<file path="src/rtl/frost32_mem_access_ctrl_pkg.sv">
// Shared types for the Frost32 memory access controller: CPU access encodings
// and the controller state machine.
package frost32_mem_access_ctrl_pkg;

    typedef enum logic {
        DiatRead  = 1'b0,
        DiatWrite = 1'b1
    } DataInoutAccessType;

    typedef enum logic [1:0] {
        Dias32  = 2'd0,
        Dias16  = 2'd1,
        Dias8   = 2'd2,
        DiasBad = 2'd3
    } DataInoutAccessSize;

    typedef enum logic [1:0] {
        StIdle  = 2'd0,
        StIssue = 2'd1,
        StWait  = 2'd2,
        StDone  = 2'd3
    } MemCtrlState;

    // Wide enough to hold the largest supported read latency (4).
    localparam int MemCtrlCountWidth = 3;

endpackage

</file>
<file path="src/rtl/frost32_mem_access_ctrl_if.sv">
// CPU-side request/response signals and RAM-side strobes of the memory access
// controller, bundled so the controller and its environment share one port.
interface frost32_mem_access_ctrl_if #(
    parameter int MEM_ADDR_WIDTH = 14
);
    import frost32_mem_access_ctrl_pkg::*;

    logic                      cpu_req;
    logic [31:0]               cpu_addr;
    logic [31:0]               cpu_wdata;
    DataInoutAccessType        cpu_access_type;
    DataInoutAccessSize        cpu_access_size;
    logic [31:0]               cpu_rdata;
    logic                      cpu_wait_for_mem;
    logic                      cpu_access_fault;
    logic                      mem_en;
    logic                      mem_we;
    logic [MEM_ADDR_WIDTH-1:0] mem_addr;
    logic [31:0]               mem_wdata;
    logic [3:0]                mem_byte_en;
    logic [31:0]               mem_rdata;

    // The CPU together with the RAM form the environment around the controller.
    modport master (
        output cpu_req, cpu_addr, cpu_wdata, cpu_access_type, cpu_access_size, mem_rdata,
        input  cpu_rdata, cpu_wait_for_mem, cpu_access_fault,
               mem_en, mem_we, mem_addr, mem_wdata, mem_byte_en
    );

    modport slave (
        input  cpu_req, cpu_addr, cpu_wdata, cpu_access_type, cpu_access_size, mem_rdata,
        output cpu_rdata, cpu_wait_for_mem, cpu_access_fault,
               mem_en, mem_we, mem_addr, mem_wdata, mem_byte_en
    );

endinterface

</file>
<file path="src/rtl/frost32_mem_lane_steer.sv">
// Combinational byte-lane steering between a 32-bit little-endian RAM word and
// right-justified CPU data, plus the alignment check for each access size.
module frost32_mem_lane_steer
    import frost32_mem_access_ctrl_pkg::*;
(
    input  DataInoutAccessSize size_i,
    input  logic [1:0]         lane_i,
    input  logic [31:0]        wdata_i,
    input  logic [31:0]        rdata_i,
    output logic [31:0]        wdata_o,
    output logic [3:0]         byteEn_o,
    output logic [31:0]        rdata_o,
    output logic               misaligned_o
);

    logic [31:0] shiftedRdata;

    always_comb begin
        wdata_o      = '0;
        byteEn_o     = '0;
        rdata_o      = '0;
        misaligned_o = 1'b1;
        shiftedRdata = rdata_i >> {lane_i, 3'b000};
        case (size_i)
            Dias32: begin
                wdata_o      = wdata_i;
                byteEn_o     = 4'b1111;
                rdata_o      = rdata_i;
                misaligned_o = (lane_i != 2'b00);
            end
            Dias16: begin
                wdata_o      = {2{wdata_i[15:0]}};
                byteEn_o     = lane_i[1] ? 4'b1100 : 4'b0011;
                rdata_o      = {16'h0000, shiftedRdata[15:0]};
                misaligned_o = lane_i[0];
            end
            Dias8: begin
                wdata_o      = {4{wdata_i[7:0]}};
                byteEn_o     = 4'b0001 << lane_i;
                rdata_o      = {24'h000000, shiftedRdata[7:0]};
                misaligned_o = 1'b0;
            end
            default: begin
                misaligned_o = 1'b1;
            end
        endcase
    end

endmodule

</file>
<file path="src/rtl/frost32_mem_access_ctrl.sv">
// Bridges the Frost32 CPU memory port to a synchronous word-addressed RAM with
// byte enables: one RAM strobe per access, lane steering and a fixed read latency.
module frost32_mem_access_ctrl
    import frost32_mem_access_ctrl_pkg::*;
#(
    parameter int MEM_ADDR_WIDTH   = 14,
    parameter int MEM_READ_LATENCY = 1
) (
    input logic                    clk,
    input logic                    rst_n,
    frost32_mem_access_ctrl_if.slave bus
);

    localparam logic [MemCtrlCountWidth-1:0] LatencyLoad = MemCtrlCountWidth'(MEM_READ_LATENCY);

    MemCtrlState                   state_q, state_d;
    logic [MEM_ADDR_WIDTH-1:0]     addrWord_q, addrWord_d;
    logic [1:0]                    lane_q, lane_d;
    DataInoutAccessSize            size_q, size_d;
    logic                          isWrite_q, isWrite_d;
    logic                          fault_q, fault_d;
    logic [31:0]                   wdata_q, wdata_d;
    logic [3:0]                    byteEn_q, byteEn_d;
    logic [31:0]                   rdata_q, rdata_d;
    logic [MemCtrlCountWidth-1:0]  count_q, count_d;

    DataInoutAccessSize            steerSize;
    logic [1:0]                    steerLane;
    logic [31:0]                   steerWdata;
    logic [3:0]                    steerByteEn;
    logic [31:0]                   steerRdata;
    logic                          steerMisaligned;

    // While idle the steering sees the incoming request so its write lanes and
    // fault check can be captured; afterwards it sees the latched access for reads.
    assign steerSize = (state_q == StIdle) ? bus.cpu_access_size : size_q;
    assign steerLane = (state_q == StIdle) ? bus.cpu_addr[1:0]   : lane_q;

    frost32_mem_lane_steer u_lane_steer (
        .size_i       (steerSize),
        .lane_i       (steerLane),
        .wdata_i      (bus.cpu_wdata),
        .rdata_i      (bus.mem_rdata),
        .wdata_o      (steerWdata),
        .byteEn_o     (steerByteEn),
        .rdata_o      (steerRdata),
        .misaligned_o (steerMisaligned)
    );

    always_ff @(posedge clk or negedge rst_n) begin
        if (!rst_n) begin
            state_q    <= StIdle;
            addrWord_q <= '0;
            lane_q     <= '0;
            size_q     <= Dias32;
            isWrite_q  <= 1'b0;
            fault_q    <= 1'b0;
            wdata_q    <= '0;
            byteEn_q   <= '0;
            rdata_q    <= '0;
            count_q    <= '0;
        end else begin
            state_q    <= state_d;
            addrWord_q <= addrWord_d;
            lane_q     <= lane_d;
            size_q     <= size_d;
            isWrite_q  <= isWrite_d;
            fault_q    <= fault_d;
            wdata_q    <= wdata_d;
            byteEn_q   <= byteEn_d;
            rdata_q    <= rdata_d;
            count_q    <= count_d;
        end
    end

    always_comb begin
        state_d    = state_q;
        addrWord_d = addrWord_q;
        lane_d     = lane_q;
        size_d     = size_q;
        isWrite_d  = isWrite_q;
        fault_d    = fault_q;
        wdata_d    = wdata_q;
        byteEn_d   = byteEn_q;
        rdata_d    = rdata_q;
        count_d    = count_q;
        case (state_q)
            StIdle: begin
                if (bus.cpu_req) begin
                    addrWord_d = bus.cpu_addr[MEM_ADDR_WIDTH+1:2];
                    lane_d     = bus.cpu_addr[1:0];
                    size_d     = bus.cpu_access_size;
                    isWrite_d  = (bus.cpu_access_type == DiatWrite);
                    fault_d    = steerMisaligned;
                    wdata_d    = steerWdata;
                    byteEn_d   = steerByteEn;
                    rdata_d    = '0;
                    state_d    = steerMisaligned ? StDone : StIssue;
                end
            end
            StIssue: begin
                if (isWrite_q) begin
                    state_d = StDone;
                end else begin
                    count_d = LatencyLoad;
                    state_d = StWait;
                end
            end
            StWait: begin
                if (count_q == MemCtrlCountWidth'(1)) begin
                    rdata_d = steerRdata;
                    state_d = StDone;
                end else begin
                    count_d = count_q - MemCtrlCountWidth'(1);
                end
            end
            StDone: begin
                state_d = StIdle;
            end
            default: begin
                state_d = StIdle;
            end
        endcase
    end

    // Strobes decode straight from the state so an asynchronous reset kills them at once.
    assign bus.mem_en           = (state_q == StIssue);
    assign bus.mem_we           = (state_q == StIssue) && isWrite_q;
    assign bus.mem_addr         = addrWord_q;
    assign bus.mem_wdata        = wdata_q;
    assign bus.mem_byte_en      = byteEn_q;
    assign bus.cpu_rdata        = rdata_q;
    assign bus.cpu_access_fault = (state_q == StDone) && fault_q;
    assign bus.cpu_wait_for_mem = rst_n && (((state_q == StIdle) && bus.cpu_req) ||
                                            (state_q == StIssue) || (state_q == StWait));

endmodule
</file>
<file path="src/flat_wrapper.sv">
// flat-port wrapper written by rule: the top's interface ports become plain ports
module frost32_mem_access_ctrl_flat import frost32_mem_access_ctrl_pkg::*;
#(
    parameter int MEM_ADDR_WIDTH   = 14,
    parameter int MEM_READ_LATENCY = 1
)
  (clk, rst_n, bus_cpu_req, bus_cpu_addr, bus_cpu_wdata, bus_cpu_access_type, bus_cpu_access_size, bus_mem_rdata, bus_cpu_rdata, bus_cpu_wait_for_mem, bus_cpu_access_fault, bus_mem_en, bus_mem_we, bus_mem_addr, bus_mem_wdata, bus_mem_byte_en);
  frost32_mem_access_ctrl_if #(.MEM_ADDR_WIDTH(MEM_ADDR_WIDTH)) bus_i ();
  input logic clk;
  input logic rst_n;
  input wire logic [$bits(bus_i.cpu_req)-1:0] bus_cpu_req;
  input wire logic [$bits(bus_i.cpu_addr)-1:0] bus_cpu_addr;
  input wire logic [$bits(bus_i.cpu_wdata)-1:0] bus_cpu_wdata;
  input wire logic [$bits(bus_i.cpu_access_type)-1:0] bus_cpu_access_type;
  input wire logic [$bits(bus_i.cpu_access_size)-1:0] bus_cpu_access_size;
  input wire logic [$bits(bus_i.mem_rdata)-1:0] bus_mem_rdata;
  output wire logic [$bits(bus_i.cpu_rdata)-1:0] bus_cpu_rdata;
  output wire logic [$bits(bus_i.cpu_wait_for_mem)-1:0] bus_cpu_wait_for_mem;
  output wire logic [$bits(bus_i.cpu_access_fault)-1:0] bus_cpu_access_fault;
  output wire logic [$bits(bus_i.mem_en)-1:0] bus_mem_en;
  output wire logic [$bits(bus_i.mem_we)-1:0] bus_mem_we;
  output wire logic [$bits(bus_i.mem_addr)-1:0] bus_mem_addr;
  output wire logic [$bits(bus_i.mem_wdata)-1:0] bus_mem_wdata;
  output wire logic [$bits(bus_i.mem_byte_en)-1:0] bus_mem_byte_en;
  assign bus_i.cpu_req = bus_cpu_req;
  assign bus_i.cpu_addr = bus_cpu_addr;
  assign bus_i.cpu_wdata = bus_cpu_wdata;
  assign bus_i.cpu_access_type = bus_cpu_access_type;
  assign bus_i.cpu_access_size = bus_cpu_access_size;
  assign bus_i.mem_rdata = bus_mem_rdata;
  assign bus_cpu_rdata = bus_i.cpu_rdata;
  assign bus_cpu_wait_for_mem = bus_i.cpu_wait_for_mem;
  assign bus_cpu_access_fault = bus_i.cpu_access_fault;
  assign bus_mem_en = bus_i.mem_en;
  assign bus_mem_we = bus_i.mem_we;
  assign bus_mem_addr = bus_i.mem_addr;
  assign bus_mem_wdata = bus_i.mem_wdata;
  assign bus_mem_byte_en = bus_i.mem_byte_en;
  frost32_mem_access_ctrl #(.MEM_ADDR_WIDTH(MEM_ADDR_WIDTH), .MEM_READ_LATENCY(MEM_READ_LATENCY)) u_core (.clk(clk), .rst_n(rst_n), .bus(bus_i));
endmodule
</file>
<file path="config.mk">
export PLATFORM = sky130hd
export DESIGN_NAME = frost32_mem_access_ctrl_flat
export DESIGN_NICKNAME = d
export VERILOG_FILES = /design/src/rtl/frost32_mem_access_ctrl_pkg.sv /design/src/rtl/frost32_mem_access_ctrl_if.sv /design/src/rtl/frost32_mem_lane_steer.sv /design/src/rtl/frost32_mem_access_ctrl.sv /design/src/flat_wrapper.sv
export SDC_FILE = /design/constraint.sdc
export NUM_CORES = 1
export LEC_CHECK = 0
export BUFFER_PORTS_ARGS = -buffer_cell sky130_fd_sc_hd__buf_2
export CAP_MARGIN = 20
export CORE_ASPECT_RATIO = 0.8
export CORE_MARGIN = 2
export CORE_UTILIZATION = 45
export DETAILED_ROUTE_END_ITERATION = 7
export PLACE_DENSITY_LB_ADDON = 0.1
export SLEW_MARGIN = 20
export SYNTH_ARGS = -nofsm -noshare
export SYNTH_HDL_FRONTEND = slang
export SYNTH_HIERARCHICAL = 1
export SYNTH_SLANG_ARGS = --single-unit
</file>
<file path="constraint.sdc">
create_clock -name clk -period 2.46 [get_ports clk]
set_input_delay 0.246 -clock clk [delete_from_list [all_inputs] [get_ports clk]]
set_output_delay 0.246 -clock clk [all_outputs]
set_load 0.01 [all_outputs]
</file>
# Yosys cells after proc, flatten, opt, wreduce, memory -nomap -nowiden
# Index checks and enable logic that the tools add are counted.
totals:
  ff_bits: 93
  latch_bits: 0
  ramBits: 0
  mem_bits_ro: 0
  input_bits: 102
  output_inout_bits: 86
  word_cells: 56
  memories: 0
op_classes:
  add_sub_neg: 1
  n_mul: 0
  n_div: 0
  n_lt_le_gt_ge: 0
  n_eq_ne: 10
  shifts: 2
  n_mux: 18
  n_bitwise: 0
  n_reduce_logical: 15
op_table:
  columns: ["operator", "n"]
  rows:
  - ["32-bit case mux with 3 select lines", 2]
  - ["32-bit 2-to-1 mux", 2]
  - ["32-bit case mux with 2 select lines", 1]
  - ["32-bit by 5-bit right shift with 16-bit output", 1]
  - ["4-bit case mux with 3 select lines", 1]
  - ["2-bit 2-to-1 mux", 5]
  - ["2-bit case mux with 4 select lines", 1]
  - ["2-bit equality test (second input constant)", 3]
  - ["3-bit 2-to-1 mux", 2]
  - ["2-bit != test (second input constant)", 3]
  - ["3-bit case mux with 2 select lines", 1]
  - ["3-bit AND reduction", 2]
  - ["2-bit nonzero test", 3]
  - ["2-bit by 1-bit equality test with 1-bit output (second input constant)", 2]
  - ["1-bit logical AND", 4]
  - ["2-bit zero test", 2]
  - ["4-bit 2-to-1 mux", 1]
  - ["2-bit AND reduction", 2]
  - ["1-bit by 2-bit left shift with 4-bit output (first input constant)", 1]
  - ["3-bit by 1-bit equality test with 1-bit output (second input constant)", 1]
  - ["1-bit case mux with 3 select lines", 1]
  - ["3-bit by 1-bit subtractor with 3-bit output (second input constant)", 1]
  - ["1-bit logical OR", 2]
  - ["2-bit by 1-bit != test with 1-bit output (second input constant)", 1]
  - ["1-bit 2-to-1 mux", 1]

# Longest topological paths before layout
logic_depth:
  word_depth: 7
  mapped_depth: 10
  ltp_nobuf: 8

# Modules after synthesis
# The synthesis kept the hierarchy.
by_module_without_submodules:
  columns: ["mod", "instances", "cells_per_inst", "area_per_inst_um2", "seq_area_each_um2"]
  rows:
  - ["frost32_mem_access_ctrl", 1, 239, 3712.3, 2327.2]
  - ["frost32_mem_lane_steer", 1, 174, 1288.7, 0.0]

# Least setup slack after synthesis
# Ideal clock, no wire load.
synth_path:
  path_kind: "register to register"
  start: "register u_core.state_q[0]"
  end: "register u_core.rdata_q[10] (netlist: u_core/bus.cpu_rdata[10])"
  setup_ns: 0.121
  arrival_ns: 2.097
  t_required_ns: 2.339
  setup_slack_ns: 0.242
  stages_incl_launch_ff: 11
  path_buffers: 3
  synth_period_minus_slack_ns: 2.218
  cell_sequence: "dfrtp_1 -> inv_1 -> ha_1 -> buf_6 -> mux2_2 -> buf_6 -> buf_12 -> mux2_4 -> a22oi_2 -> a211oi_2 -> a22o_1"
synth_between:
  elab_chain_cells: 6
  word_cells_on_any_way: 15
  classes_between: "5 x eq/ne; 1 x shift; 5 x mux; 4 x reduce/logical"
synth_rtl:
  columns: ["item", "line", "source"]
  rows:
  - ["from (decl)", "frost32_mem_access_ctrl.sv:16", "MemCtrlState state_q, state_d;"]
  - ["from (signal assigned)", "frost32_mem_access_ctrl.sv:52", "state_q <= StIdle;"]
  - ["from (signal assigned)", "frost32_mem_access_ctrl.sv:63", "state_q <= state_d;"]
  - ["2-bit zero test", "frost32_mem_access_ctrl.sv:37", "assign steerLane = (state_q == StIdle) ? bus.cpu_addr[1:0] : lane_q;"]
  - ["2-bit 2-to-1 mux", "frost32_mem_access_ctrl.sv:37", null]
  - ["via u_core.steerLane[0]", "frost32_mem_access_ctrl.sv:28", "logic [1:0] steerLane;"]
  - ["32-bit by 5-bit right shift with 16-bit output", "frost32_mem_lane_steer.sv:23", "shiftedRdata = rdata_i >> {lane_i, 3'b000};"]
  - ["32-bit case mux with 3 select lines", "frost32_mem_lane_steer.sv:24", "case (size_i)"]
  - ["via u_core.steerRdata[10]", "frost32_mem_access_ctrl.sv:31", "logic [31:0] steerRdata;"]
  - ["32-bit 2-to-1 mux", "frost32_mem_access_ctrl.sv:110", "if (count_q == MemCtrlCountWidth'(1)) begin"]
  - ["32-bit case mux with 2 select lines", "frost32_mem_access_ctrl.sv:87", "case (state_q)"]
  - ["to (signal assigned)", "frost32_mem_access_ctrl.sv:71", "rdata_q <= rdata_d;"]
  - ["to (decl)", "frost32_mem_access_ctrl.sv:24", "logic [31:0] rdata_q, rdata_d;"]
# The timed path passes the listed nets, and every way through them passes these cells. The select of a mux whose other input is x is not followed.
# A chain may end at the register's enable or synchronous reset.

# Final worst setup path
layout_path:
  start: "register u_core.state_q[0]"
  end: "register u_core.rdata_q[14] (netlist: u_core/bus.cpu_rdata[14])"
# Same word-level chain as after synthesis.

==> flow_summary.ini <==
[placement]
dpl.hpwl_mm = 8.906
portBuffers = 171
numPlacedInstances = 714
place_congestion = 0.7839

[job]
maxCapViolations = 0

[critical_path]
rr_startpoint = u_core/state_q[0]$_DFFE_PN0P_
critPathRequiredTime_ps = 2680
cp-end-kind = flip-flop
critPathLaunchType = flip-flop
critPathMaxFanout = 7
critPathArrivalTime_ps = 2530
timing.rr.end = u_core/bus.cpu_rdata[14]$_DFFE_PN0P_
crit_type = reg2reg
reg2reg_slack_ps = 150
ff2ff_path_depth = 8

[global_routing]
grt_max_degree = 71
grt_pass1_vias = 3937
grt_pass1_wl_mm = 19.96
grt_util_all_layers_pct = 21.51
overflow = 0
antenna_found_initial = 0

[timing]
skew_ps = 5.591
slew_headroom_pct = 70.78
setup_viol = 0
clock.fmax_ghz = 0.4333
finalCritPeriodShare_pct = 93.81
worstMarginPinSlew_ps = 436.3
slew_viol_final = 0
hold_viol_final = 0
period_minus_slack_ps = 2308
rsz0062_at_grt = false

[detailed_routing]
wl_per_cell_um = 16.82
vias = 3823
totalWireLength_mm = 12.30
drc_errors = 0
detail_route.iter0.violations = 122
firstDrtPassIters = 4
drtAntennaViolNets = 0
viasPerCell = 5.230

[layout]
antenna_cells = 0
layout-drive-gt1-share_pct = 51.28
fin_nets = 691
instances_no_fill = 731
final_common_cell = buf_2
post-route-util_pct = 58.39
area_delta_synth_final_pct = 26.64
layout_common_cells = buf_2, dfrtp_1, mux2_2

[cts]
cts.sinks = 93
cts_setup_buffers = 0
cts_tree = done
clock_latency_ps = 340
cts_root_buf = clkbuf_16
clk_pin_slew_ps = 60
cts-buffers-inserted = 9
cts_buffer_depth = 2
h-tree-depth = 3

[power_and_ir_drop]
leakagePower_nw = 3.196
ir_drop_mv = 0.6284
p_per_area_nw_per_um2 = 1451

[synthesis]
synth_top_area_share_pct = 46.53
syn_nets = 522
yosysWarnings = 6
ys_seq_area_share_pct = 46.53
synth.avg_cell_area_um2 = 12.11
synthTopCellsByArea = dfrtp_1, mux2_2, a22o_1, mux2i_1, mux4_2
synthCells = 413
ys_types = 44
synth_seq_cells = 93
yosysTopAreaCell = dfrtp_1
netlist_area_um2 = 5001

[floorplan]
die-area_um2 = 11980
initial_core_util_pct = 46.10
fp.dieH_um = 98.29
rows = 34
num_io_pins = 188
coreArea_um2 = 10850
die-width_um = 121.9

[worst_hold_path]
hold_path_end = u_core/bus.mem_addr[13]$_DFFE_PN0P_
min-delay-start = bus_cpu_addr[15]
whs_path_depth = 2
hold_path_class = in2reg

[status]
status = completed
[Yosys cell counts (all sizes together)]
| cell type | number |
|---|---|
| nor2b | 2 |
| xnor2 | 1 |
| nor3 | 1 |
| mux2i | 19 |
| o311ai | 1 |
| o22ai | 2 |
| a22oi | 8 |
| buf | 24 |
| dfrtp | 93 |
| inv | 17 |
| and2b | 1 |
| a2bb2oi | 1 |
| nor2 | 14 |
| clkinv | 6 |
| clkbuf | 5 |
| nand2b | 2 |
| nand3b | 3 |
| a22o | 32 |
| a211o | 1 |
| mux4 | 8 |
| a211oi | 9 |
| a21boi | 2 |
| mux2 | 69 |
| nand3 | 1 |
| nand2 | 19 |
| ha | 7 |
| o21ai | 35 |
| a21oi | 2 |
| and2 | 26 |
| a21o | 2 |
[routing by layer]
layer  up-vias  wire length, µm  track usage (%)
li1       1816                -                -
met1      1871             5308            27.53
met2       124             5853            34.81
met3        12              986            7.185
met4         0              148            6.278
met5         -                0                0
[sequential cells by signal, summed over array words and instances (netlist names), 2 cells and up]
name and flops:
u_core/bus.cpu_rdata 32, u_core/bus.mem_addr 14, u_core/bus.mem_byte_en 4, u_core/bus.mem_wdata 32
u_core/count_q 3, u_core/lane_q 2, u_core/size_q 2, u_core/state_q 2
[area by class of cell]
| class | count | area (µm²) |
|---|---|---|
| repair buffers | 187 | 1018 |
| clock buffers | 14 | 284.0 |
| multi-input cells | 268 | 2399 |
| fillers | 971 | 4514 |
| clock inverters | 2 | 38.79 |
| inverters | 23 | 86.33 |
| flip-flops and latches | 93 | 2327 |
| well taps | 144 | 180.2 |
[power by group]
part | internal, mW | total, mW | switching, mW
clock network | 0.901 | 1.46 | 0.556
logic | 2.45 | 5.15 | 2.70
registers | 2.25 | 2.58 | 0.337
[worst max-delay path, cell delays in order, from the launching register on]
cell,delay (ps)
dfrtp_1,380
inv_1,160
ha_4,220
mux2_2,440
buf_4,210
mux2_4,310
a22oi_2,150
a211oi_2,110
a22o_1,210
[per-stage QoR]
step	hold WS (ps)	setup TNS [ps]	setup slack (ps)	cell area, µm²	power [mW]
after floorplan	-49.59	0	241.7	5001	6.265
after global placement	175.8	0	40.55	5984	7.598
after detailed placement	176.1	-10.97	-10.97	5984	7.736
after CTS	123.4	0	24.04	6321	9.261
after global routing	122.3	0	63.55	6334	9.887
final	133.1	0	152.2	6334	9.188
[worst max-delay path by stage]
stage,from,endpoint,slack [ps],cells past startpoint
6_report,u_core/state_q[0]$_DFFE_PN0P_,u_core/bus.cpu_rdata[14]$_DFFE_PN0P_,150,8
3_3_place_gp,u_core/state_q[0]$_DFFE_PN0P_,u_core/bus.mem_wdata[8]$_DFFE_PN0P_,40,7
3_5_place_dp,u_core/state_q[1]$_DFFE_PN0P_,u_core/bus.cpu_rdata[14]$_DFFE_PN0P_,-10,7
4_1_cts,u_core/state_q[1]$_DFFE_PN0P_,u_core/bus.cpu_rdata[14]$_DFFE_PN0P_,20,8
2_1_floorplan,u_core/state_q[0]$_DFFE_PN0P_,u_core/bus.cpu_rdata[10]$_DFFE_PN0P_,240,10
5_1_grt,u_core/state_q[1]$_DFFE_PN0P_,u_core/bus.cpu_rdata[14]$_DFFE_PN0P_,60,8
[kinds of logic (layout without fill, tap and decap cells)]
kind of cell             count (synthesis)  count (layout)  share of synthesized area, %
multiplexers                            96              96                         23.47
AO/OA/AOI/OAI                           95              95                         14.81
flip-flops                              93              93                         46.53
AND/OR/NAND/NOR                         69              69                         7.330
buffers and inverters                   52             226                         5.929
adder cells (fa/ha/maj)                  7               7                         1.751
XOR/XNOR                                 1               1                        0.1752
[timing repair]
action | 4_1_cts | 5_1_grt
resized for setup | 2 | 2
endpoints found under the hold margin | 23 | 0
hold buffers | 1 | 0
endpoints found under the setup margin | 3 | 14
No activity file was read; power rests on OpenSTA's default activity.
